## config.mk

```make
export PLATFORM = sky130hd
export DESIGN_NAME = uart_rx
export DESIGN_NICKNAME = d
export VERILOG_FILES = /design/src/rtl/uart_rx.sv
export SDC_FILE = /design/constraint.sdc
export NUM_CORES = 1
export LEC_CHECK = 0
export CAP_MARGIN = 20
export CORE_UTILIZATION = 36
export CTS_CLUSTER_SIZE = 20
export DETAILED_ROUTE_END_ITERATION = 10
export DONT_BUFFER_PORTS = 1
export GPL_TIMING_DRIVEN = 1
export PLACE_DENSITY = 0.54
export SLEW_MARGIN = 15
export SYNTH_ARGS = -nofsm -noshare
export SYNTH_HDL_FRONTEND = slang
export SYNTH_SLANG_ARGS = --single-unit
```

## constraint.sdc

```tcl
create_clock -name clk -period 4.65 [get_ports clk]
set_input_delay 0.93 -clock clk [delete_from_list [all_inputs] [get_ports clk]]
set_output_delay 0.93 -clock clk [all_outputs]
set_load 0.05 [all_outputs]
```

## src/rtl/uart_rx.sv

```systemverilog
// 8N1 serial receiver: 2-flop synchroniser, mid-bit sampling from a baud counter, one-cycle result pulses.
// Define UART_RX_PARITY_EN to add an even-parity bit between the data bits and the stop bit.
module uart_rx #(
  parameter int CLOCK_RATE_HZ   = 100_000_000,
  parameter int BAUD_RATE_HZ    = 10_000_000,
  parameter int CLOCKS_PER_BAUD = CLOCK_RATE_HZ / BAUD_RATE_HZ
) (
  input  logic       clk,
  input  logic       rst,
  input  logic       rx,
  output logic [7:0] data,
  output logic       valid,
  output logic       frame_err,
  output logic       parity_err,
  output logic       busy
);

  // CLOCKS_PER_BAUD must be at least 4 so the half-bit target stays meaningful.
  localparam logic [31:0] HALF_TGT = 32'(CLOCKS_PER_BAUD / 2 - 1);
  localparam logic [31:0] FULL_TGT = 32'(CLOCKS_PER_BAUD - 1);

  typedef enum logic [2:0] {
    IDLE,
    START,
    DATA,
    PARITY,
    STOP
  } state_t;

  state_t      state_q, state_d;
  logic        rxMeta_q, rxS_q, rxPrev_q;
  logic [31:0] cnt_q, cnt_d;
  logic [2:0]  bitCnt_q, bitCnt_d;
  logic [7:0]  shift_q, shift_d;
  logic [7:0]  data_q, data_d;
  logic        valid_q, valid_d;
  logic        frameErr_q, frameErr_d;
`ifdef UART_RX_PARITY_EN
  logic        parityBad_q, parityBad_d;
  logic        parityErr_q, parityErr_d;
`endif

  // rxPrev_q holds the previous synchronised value so IDLE reacts only to a fresh falling edge.
  always_ff @(posedge clk or posedge rst) begin
    if (rst) begin
      rxMeta_q <= 1'b1;
      rxS_q    <= 1'b1;
      rxPrev_q <= 1'b1;
    end else begin
      rxMeta_q <= rx;
      rxS_q    <= rxMeta_q;
      rxPrev_q <= rxS_q;
    end
  end

  always_ff @(posedge clk or posedge rst) begin
    if (rst) begin
      state_q     <= IDLE;
      cnt_q       <= '0;
      bitCnt_q    <= '0;
      shift_q     <= '0;
      data_q      <= '0;
      valid_q     <= 1'b0;
      frameErr_q  <= 1'b0;
`ifdef UART_RX_PARITY_EN
      parityBad_q <= 1'b0;
      parityErr_q <= 1'b0;
`endif
    end else begin
      state_q     <= state_d;
      cnt_q       <= cnt_d;
      bitCnt_q    <= bitCnt_d;
      shift_q     <= shift_d;
      data_q      <= data_d;
      valid_q     <= valid_d;
      frameErr_q  <= frameErr_d;
`ifdef UART_RX_PARITY_EN
      parityBad_q <= parityBad_d;
      parityErr_q <= parityErr_d;
`endif
    end
  end

  always_comb begin
    state_d     = state_q;
    cnt_d       = cnt_q;
    bitCnt_d    = bitCnt_q;
    shift_d     = shift_q;
    data_d      = data_q;
    valid_d     = 1'b0;
    frameErr_d  = 1'b0;
`ifdef UART_RX_PARITY_EN
    parityBad_d = parityBad_q;
    parityErr_d = 1'b0;
`endif
    if (state_q != IDLE) begin
      cnt_d = cnt_q + 32'd1;
    end

    // Every sample point restarts the counter, so each bit is timed from the previous sample.
    case (state_q)
      IDLE: begin
        if (rxPrev_q && !rxS_q) begin
          state_d = START;
          cnt_d   = '0;
        end
      end
      START: begin
        if (cnt_q == HALF_TGT) begin
          cnt_d = '0;
          if (rxS_q) begin
            state_d = IDLE;
          end else begin
            state_d  = DATA;
            bitCnt_d = '0;
          end
        end
      end
      DATA: begin
        if (cnt_q == FULL_TGT) begin
          cnt_d    = '0;
          shift_d  = {rxS_q, shift_q[7:1]};
          bitCnt_d = bitCnt_q + 3'd1;
          if (bitCnt_q == 3'd7) begin
`ifdef UART_RX_PARITY_EN
            state_d = PARITY;
`else
            state_d = STOP;
`endif
          end
        end
      end
`ifdef UART_RX_PARITY_EN
      PARITY: begin
        if (cnt_q == FULL_TGT) begin
          cnt_d       = '0;
          parityBad_d = rxS_q ^ (^shift_q);
          state_d     = STOP;
        end
      end
`endif
      STOP: begin
        if (cnt_q == FULL_TGT) begin
          cnt_d   = '0;
          state_d = IDLE;
`ifdef UART_RX_PARITY_EN
          parityErr_d = parityBad_q;
          if (rxS_q && !parityBad_q) begin
            data_d  = shift_q;
            valid_d = 1'b1;
          end
`else
          if (rxS_q) begin
            data_d  = shift_q;
            valid_d = 1'b1;
          end
`endif
          if (!rxS_q) begin
            frameErr_d = 1'b1;
          end
        end
      end
      default: begin
        state_d = IDLE;
        cnt_d   = '0;
      end
    endcase
  end

  assign data      = data_q;
  assign valid     = valid_q;
  assign frame_err = frameErr_q;
  assign busy      = (state_q != IDLE);
`ifdef UART_RX_PARITY_EN
  assign parity_err = parityErr_q;
`else
  assign parity_err = 1'b0;
`endif

endmodule
```

==> reports/qor.yml, run 1 <==
cp_num_buf_inv: 1
area_growth_pct: 9.92
final-setup-viol-count: 0
crit_path_max_fanout: 19
critPathSlowestCell: "o31a_1"
fmax_ghz: 0.370
start_util_pct: 37.0
clk_path_buf_depth: 2
slowest_delay_ns: 0.64
grt_antenna_before_repair: 0
wl_per_cell_um: 17.0
drcViolationCount: 0
vdd.ir_drop.worst_v: 0.000258
yosys_warnings: 0
required_ns: 4.86
worst_pin_slew_ns: 0.802
hold_depth: 0
die_w_um: 96.7
die-height_um: 96.7
cts_root_buf: "clkbuf_8"
cp_top_family: "simple AND/OR/NAND/NOR gates"
synthesis.nets: 325
rrSetupSlack_ns: 1.95
hpwl_um: 5030
setup_slack_ns: 1.95
yosys.area.top_type: "dfrtp_1"
diodes: 0
pre_cts_ws_ns: 1.98
r2r_start: "cnt_q[27]"
final.period_utilization_pct: 58.1
crit_chain: "nor4_2 > nand4_2 > o31a_1 > nor3_1 > buf_4 > o32ai_1"
grt.total_usage_pct: 17.2
row_count: 34
synth-main-ff-cell: "dfrtp_1"
ys_top_cells_by_area: "dfrtp_1 (43%), nand2_1 (3.8%), mux2_2 (3.1%)"
synth_cell_types: 71
cts_tree: "yes"
synth-edff-count: 0
synth_area_per_cell_um2: 10.2
drv_cap: 0
fin_setup_tns_ns: 0
clk_pin_slew_worst_paths_ns: 0.07
num_vias: 2479
grt_overflow_total: 0
crit_path_end_kind: "flop"
grt_pass1_vias: 2436
r2r-end: "cnt_q[24]"
drv_slew: 0
fin_crit_ns: 2.70
drtIter0Drc: 128
gp_congestion: 0.778
outcome: "finished clean"
cts_resized: 0
numCtsBuffers: 9
power_leakage_nw: 1.51
fin_skew_ns: 0.00728
drt-total-wl_um: 7360
fin_nets: 328
core_area_mm2: 0.00872
ant_nets: 0
hold_viol: 0
synthCells: 317
slew_headroom_pct: 46.5
via_per_inst: 5.73
postSynth.asyncResetShare_pct: 100
post_cts_buffers: 0
io_pins: 15
path_depth: 6
drt_pass1_iterations: 5
hold_end: "rxS_q"
port_buffers: 0
p_per_area_mw_per_mm2: 412
die_area_mm2: 0.00935
hold_path_class: "reg2reg"
hp-start: "rxMeta_q"
crit_arrival_ns: 2.92
grt_max_degree: 32
cts_sinks: 59
syn_area_mm2: 0.00323
holdBufCountCts: 0
critPathKind: "reg2reg"
clk-insertion-delay-late_ns: 0.34
h-tree-depth: 3
synth_top_area_share_pct: 43.4
reg2regPathDepth: 6
drive_above_1_share_pct: 18.2
cp-start-kind: "flop"
rsz0062_at_grt: "no"
grt_first_pass_wirelength_um: 12700
ys_ff_latch: 59
ys_seq_area_share_pct: 45.8
stage by stage:
step | hold WS, ns | instances | instance area (um^2) | utilization (%) | power [mW]
floorplan | 0.345 | 317 | 3230 | - | 0.838
global placement | 0.347 | 417 | 3330 | 38.2 | 0.951
detailed placement | 0.348 | 417 | 3330 | 38.2 | 0.948
CTS | 0.359 | 433 | 3550 | 40.7 | 1.48
global route | 0.365 | 433 | 3550 | 40.7 | 1.54
finish | 0.357 | 433 | 3550 | 40.7 | 1.46
worst register-to-register path: stages (launching register included):
cell and delay [ns]:
dfrtp_1 0.46, nor4_2 0.38, nand4_2 0.32, o31a_1 0.64, nor3_1 0.46, buf_4 0.24
o32ai_1 0.08
placed cells by master, fill, tap and decap left out, drive strengths merged, types with 3 or more instances in the layout:
cell type / n
nor4: 10
or4: 4
dfrtp: 56
dfstp: 3
and2: 7
o211ai: 4
xnor2: 4
nor2: 24
xor2: 4
a21oi: 5
o22ai: 7
a221o: 5
clkinv: 4
nand3: 15
inv: 12
a2bb2oi: 3
o21ai: 15
ha: 5
and3: 5
nor2b: 4
clkbuf: 10
a22oi: 4
buf: 5
nand2: 34
o2bb2ai: 3
and4: 4
mux2: 15
a211oi: 3
nand4: 9
nor3: 9
worst max-delay path by stage:
stage | start | endpoint | slack (ns)
after floorplan | rst | bitCnt_q[0] | 2.27
after global placement | cnt_q[7] | cnt_q[24] | 2.09
after detailed placement | cnt_q[27] | cnt_q[24] | 1.98
after CTS | cnt_q[27] | cnt_q[24] | 1.95
after global routing | cnt_q[27] | cnt_q[24] | 1.82
final | cnt_q[27] | cnt_q[24] | 1.95
layer usage:
metal / up-vias / track usage, % / part of all wire, % / wire (um)
li1: 1188 / - / - / -
met1: 1206 / 23.7 / 49 / 3580
met2: 75 / 26.2 / 45 / 3320
met3: 10 / 3.90 / 4.7 / 345
met4: 0 / 6.89 / 1.6 / 116
met5: - / 0 / 0 / 0
where the power goes:
group / switching, mW / leakage [nW] / total (mW) / internal [mW]
combinational: 0.281 / 0.593 / 0.378 / 0.0978
sequential: 0.0274 / 0.810 / 0.562 / 0.535
clock: 0.217 / 0.106 / 0.520 / 0.303
kinds of logic (layout without fill, tap and decap cells):
group | count (synthesis) | in the layout | share of synthesized area, %
other | 1 | 1 | 0.116
multiplexers | 16 | 16 | 6.24
flip-flops | 59 | 59 | 45.8
adder cells (fa/ha/maj) | 5 | 5 | 1.94
XOR/XNOR | 8 | 8 | 2.17
AND/OR/NAND/NOR | 134 | 134 | 24.3
AO/OA/AOI/OAI | 68 | 68 | 15.7
buffers and inverters | 26 | 34 | 3.68
Yosys cell counts, types with 3 or more instances:
library cell,instances
nand3_1,13
nor4_2,7
a21oi_1,4
and3_1,4
ha_1,5
a221o_1,4
nor3_1,9
nand4_1,8
nand2_1,33
and2_1,6
xor2_1,4
clkbuf_1,5
xnor2_1,4
o22ai_1,7
o2bb2ai_1,3
buf_2,5
mux2_2,9
a2bb2oi_1,3
and4_1,4
a211oi_1,3
o21ai_0,14
dfrtp_1,56
dfstp_2,3
inv_1,12
a22oi_1,4
nor2_1,24
mux2_4,6
o211ai_1,4
nor2b_1,4
final cells by class:
cell class | instances | area [um^2]
Multi-Input combinational cell | 232 | 1630
Clock buffer | 10 | 128
Clock inverter | 6 | 90.1
Timing Repair Buffer | 5 | 37.5
Inverter | 13 | 48.8
Fill cell | 846 | 5170
Tap cell | 108 | 135
Sequential cell | 59 | 1480
sequential cells by signal, indices dropped and copies added (netlist names):
name and cells:
shift_q 8, bitCnt_q 3, data 8, state_q 3, valid 1, rxS_q 1, rxPrev_q 1, rxMeta_q 1
frame_err 1, cnt_q 32
No activity file was read; power rests on OpenSTA's default activity.
==> inputs of run 2 (changes only) <==
PLACE_DENSITY = 0.56   (was 0.54)
clock period = 2.3 ns   (was 4.65 ns; I/O delays follow)
==> reports/qor.yml, run 2 (synthesis gave the netlist of run 1 again) <==
hpwl_um: 5330
seq_power_share_pct: 38.7
reg2regPathDepth: 5
ant_nets: 0
num_vias: 2595
rsz0062_at_grt: "no"
cts_tree: "yes"
die_area_mm2: 0.00935
final_common_cell: "dfrtp_1"
outcome: "finished clean"
crit_end: "cnt_q[25]"
diodes: 0
p_clk_share_pct: 30.7
slowest_delay_ns: 0.53
cp-start-kind: "flop"
clk-insertion-delay-late_ns: 0.35
crit_path_end_kind: "flop"
core_area_mm2: 0.00872
crit_path_max_fanout: 7
largest-register: "cnt_q"
grt_overflow_total: 0
hold_path_class: "in2reg"
drtIter0Drc: 84
grt_pass1_vias: 2546
drt_pass1_iterations: 4
numCtsBuffers: 9
slew_headroom_pct: 67.0
critPathKind: "reg2reg"
power.internal_mw: 1.80
cp_num_buf_inv: 0
io_pins: 15
critPathLaunch: "cnt_q[14]"
final_cell_mix: "dfrtp_1 (56), nand2_1 (33), buf_4 (27)"
power_leakage_nw: 1.66
cts_root_buf: "clkbuf_8"
h-tree-depth: 3
final-setup-viol-count: 0
grt_antenna_before_repair: 0
fin_crit_ns: 2.20
p_sw_mw: 1.13
port_buffers: 0
path_depth: 5
gp_congestion: 0.788
p_per_area_mw_per_mm2: 778
r2r_start: "cnt_q[14]"
hold_viol: 0
worst_pin_slew_ns: 0.483
fmax_ghz: 0.454
fin_nets: 354
p_comb_share_pct: 30.7
largest_register_ffs: 32
start_util_pct: 37.0
clk_pin_slew_worst_paths_ns: 0.08
clk_path_buf_depth: 2
fin_skew_ns: 0.0138
wl_per_cell_um: 16.7
row_count: 34
drv_cap: 0
drive_above_1_share_pct: 24.5
die-height_um: 96.7
r2r-end: "cnt_q[25]"
cp_top_family: "simple AND/OR/NAND/NOR gates"
grt.total_usage_pct: 17.2
required_ns: 2.52
drt-total-wl_um: 7680
drv_slew: 0
drcViolationCount: 0
grt_first_pass_wirelength_um: 12800
die_w_um: 96.7
dp_cells: 442
critPathSlowestCell: "dfrtp_1"
post_cts_buffers: 0
crit_arrival_ns: 2.42
fin_cells: 459
rrSetupSlack_ns: 0.1
n_fill_cell: 804
cts_sinks: 59
grt_max_degree: 45
area_growth_pct: 16.8
vdd.ir_drop.worst_v: 0.000699
switching_share_pct: 38.6
final.period_utilization_pct: 95.7
fin_setup_tns_ns: 0
via_per_inst: 5.65
crit_chain: "nand3_4 > or3_1 > or4_1 > and2_0 > a221o_1"
## run 2: changes by cell type in the layout (fill, tap and decap cells not counted), moves of 2 or more
| cell | previous run | this run |
|---|---|---|
| buf_12 | 0 | 2 |
| inv_6 | 0 | 3 |
| nor4_2 | 7 | 4 |
| bufinv_16 | 2 | 0 |
| buf_4 | 5 | 27 |
| nor4_4 | 1 | 4 |
## run 2: area by class of cell
type	count	area [um^2]	area share (%)
tap	108	135	3.58
clock buffer	9	124	3.28
timing repair buffer	31	264	7.00
inverter	13	48.8	1.29
sequential	59	1480	39.2
clock inverter	7	58.8	1.56
multi-input combinational	232	1660	44.0
## run 2: power by group through the flow
stage	logic (mW)	clock network (mW)	registers [mW]
global placement	0.883	0	1.15
detailed placement	0.884	0	1.15
finish	0.900	0.901	1.13
global route	0.976	0.974	1.14
floorplan	0.554	0	1.14
CTS	0.894	0.923	1.13
## run 2: worst min path at each step
stage / from / to / cells past startpoint
2_1_floorplan: rxMeta_q / rxS_q / 0
5_1_grt: rx / rxMeta_q / 0
6_report: rx / rxMeta_q / 0
3_3_place_gp: rxMeta_q / rxS_q / 0
4_1_cts: rx / rxMeta_q / 0
3_5_place_dp: rxMeta_q / rxS_q / 0
## run 2: what timing repair did
action,CTS,global route
hold buffers,1,0
hold endpoints to repair,15,0
setup endpoints to repair,0,20
resized for setup,0,5
## run 2: metal layers
layer	share of wire, %	vias to the layer above	global-route usage [%]
li1	-	1236	-
met3	5.0	8	4.12
met2	46	58	26.1
met4	1.4	0	7.12
met5	0	-	0
met1	47	1293	23.6
## run 2: through the flow
stage	worst slack, ns	util, %	area, um^2	hold slack (ns)	power, mW
2_1_floorplan	0.103	-	3230	0.345	1.69
3_3_place_gp	0.0923	40.6	3540	0.351	2.04
3_5_place_dp	0.0885	40.6	3540	0.349	2.04
4_1_cts	0.0681	42.9	3740	0.0891	2.95
5_1_grt	0.00599	43.3	3770	0.0839	3.09
6_report	0.0992	43.3	3770	0.0994	2.94
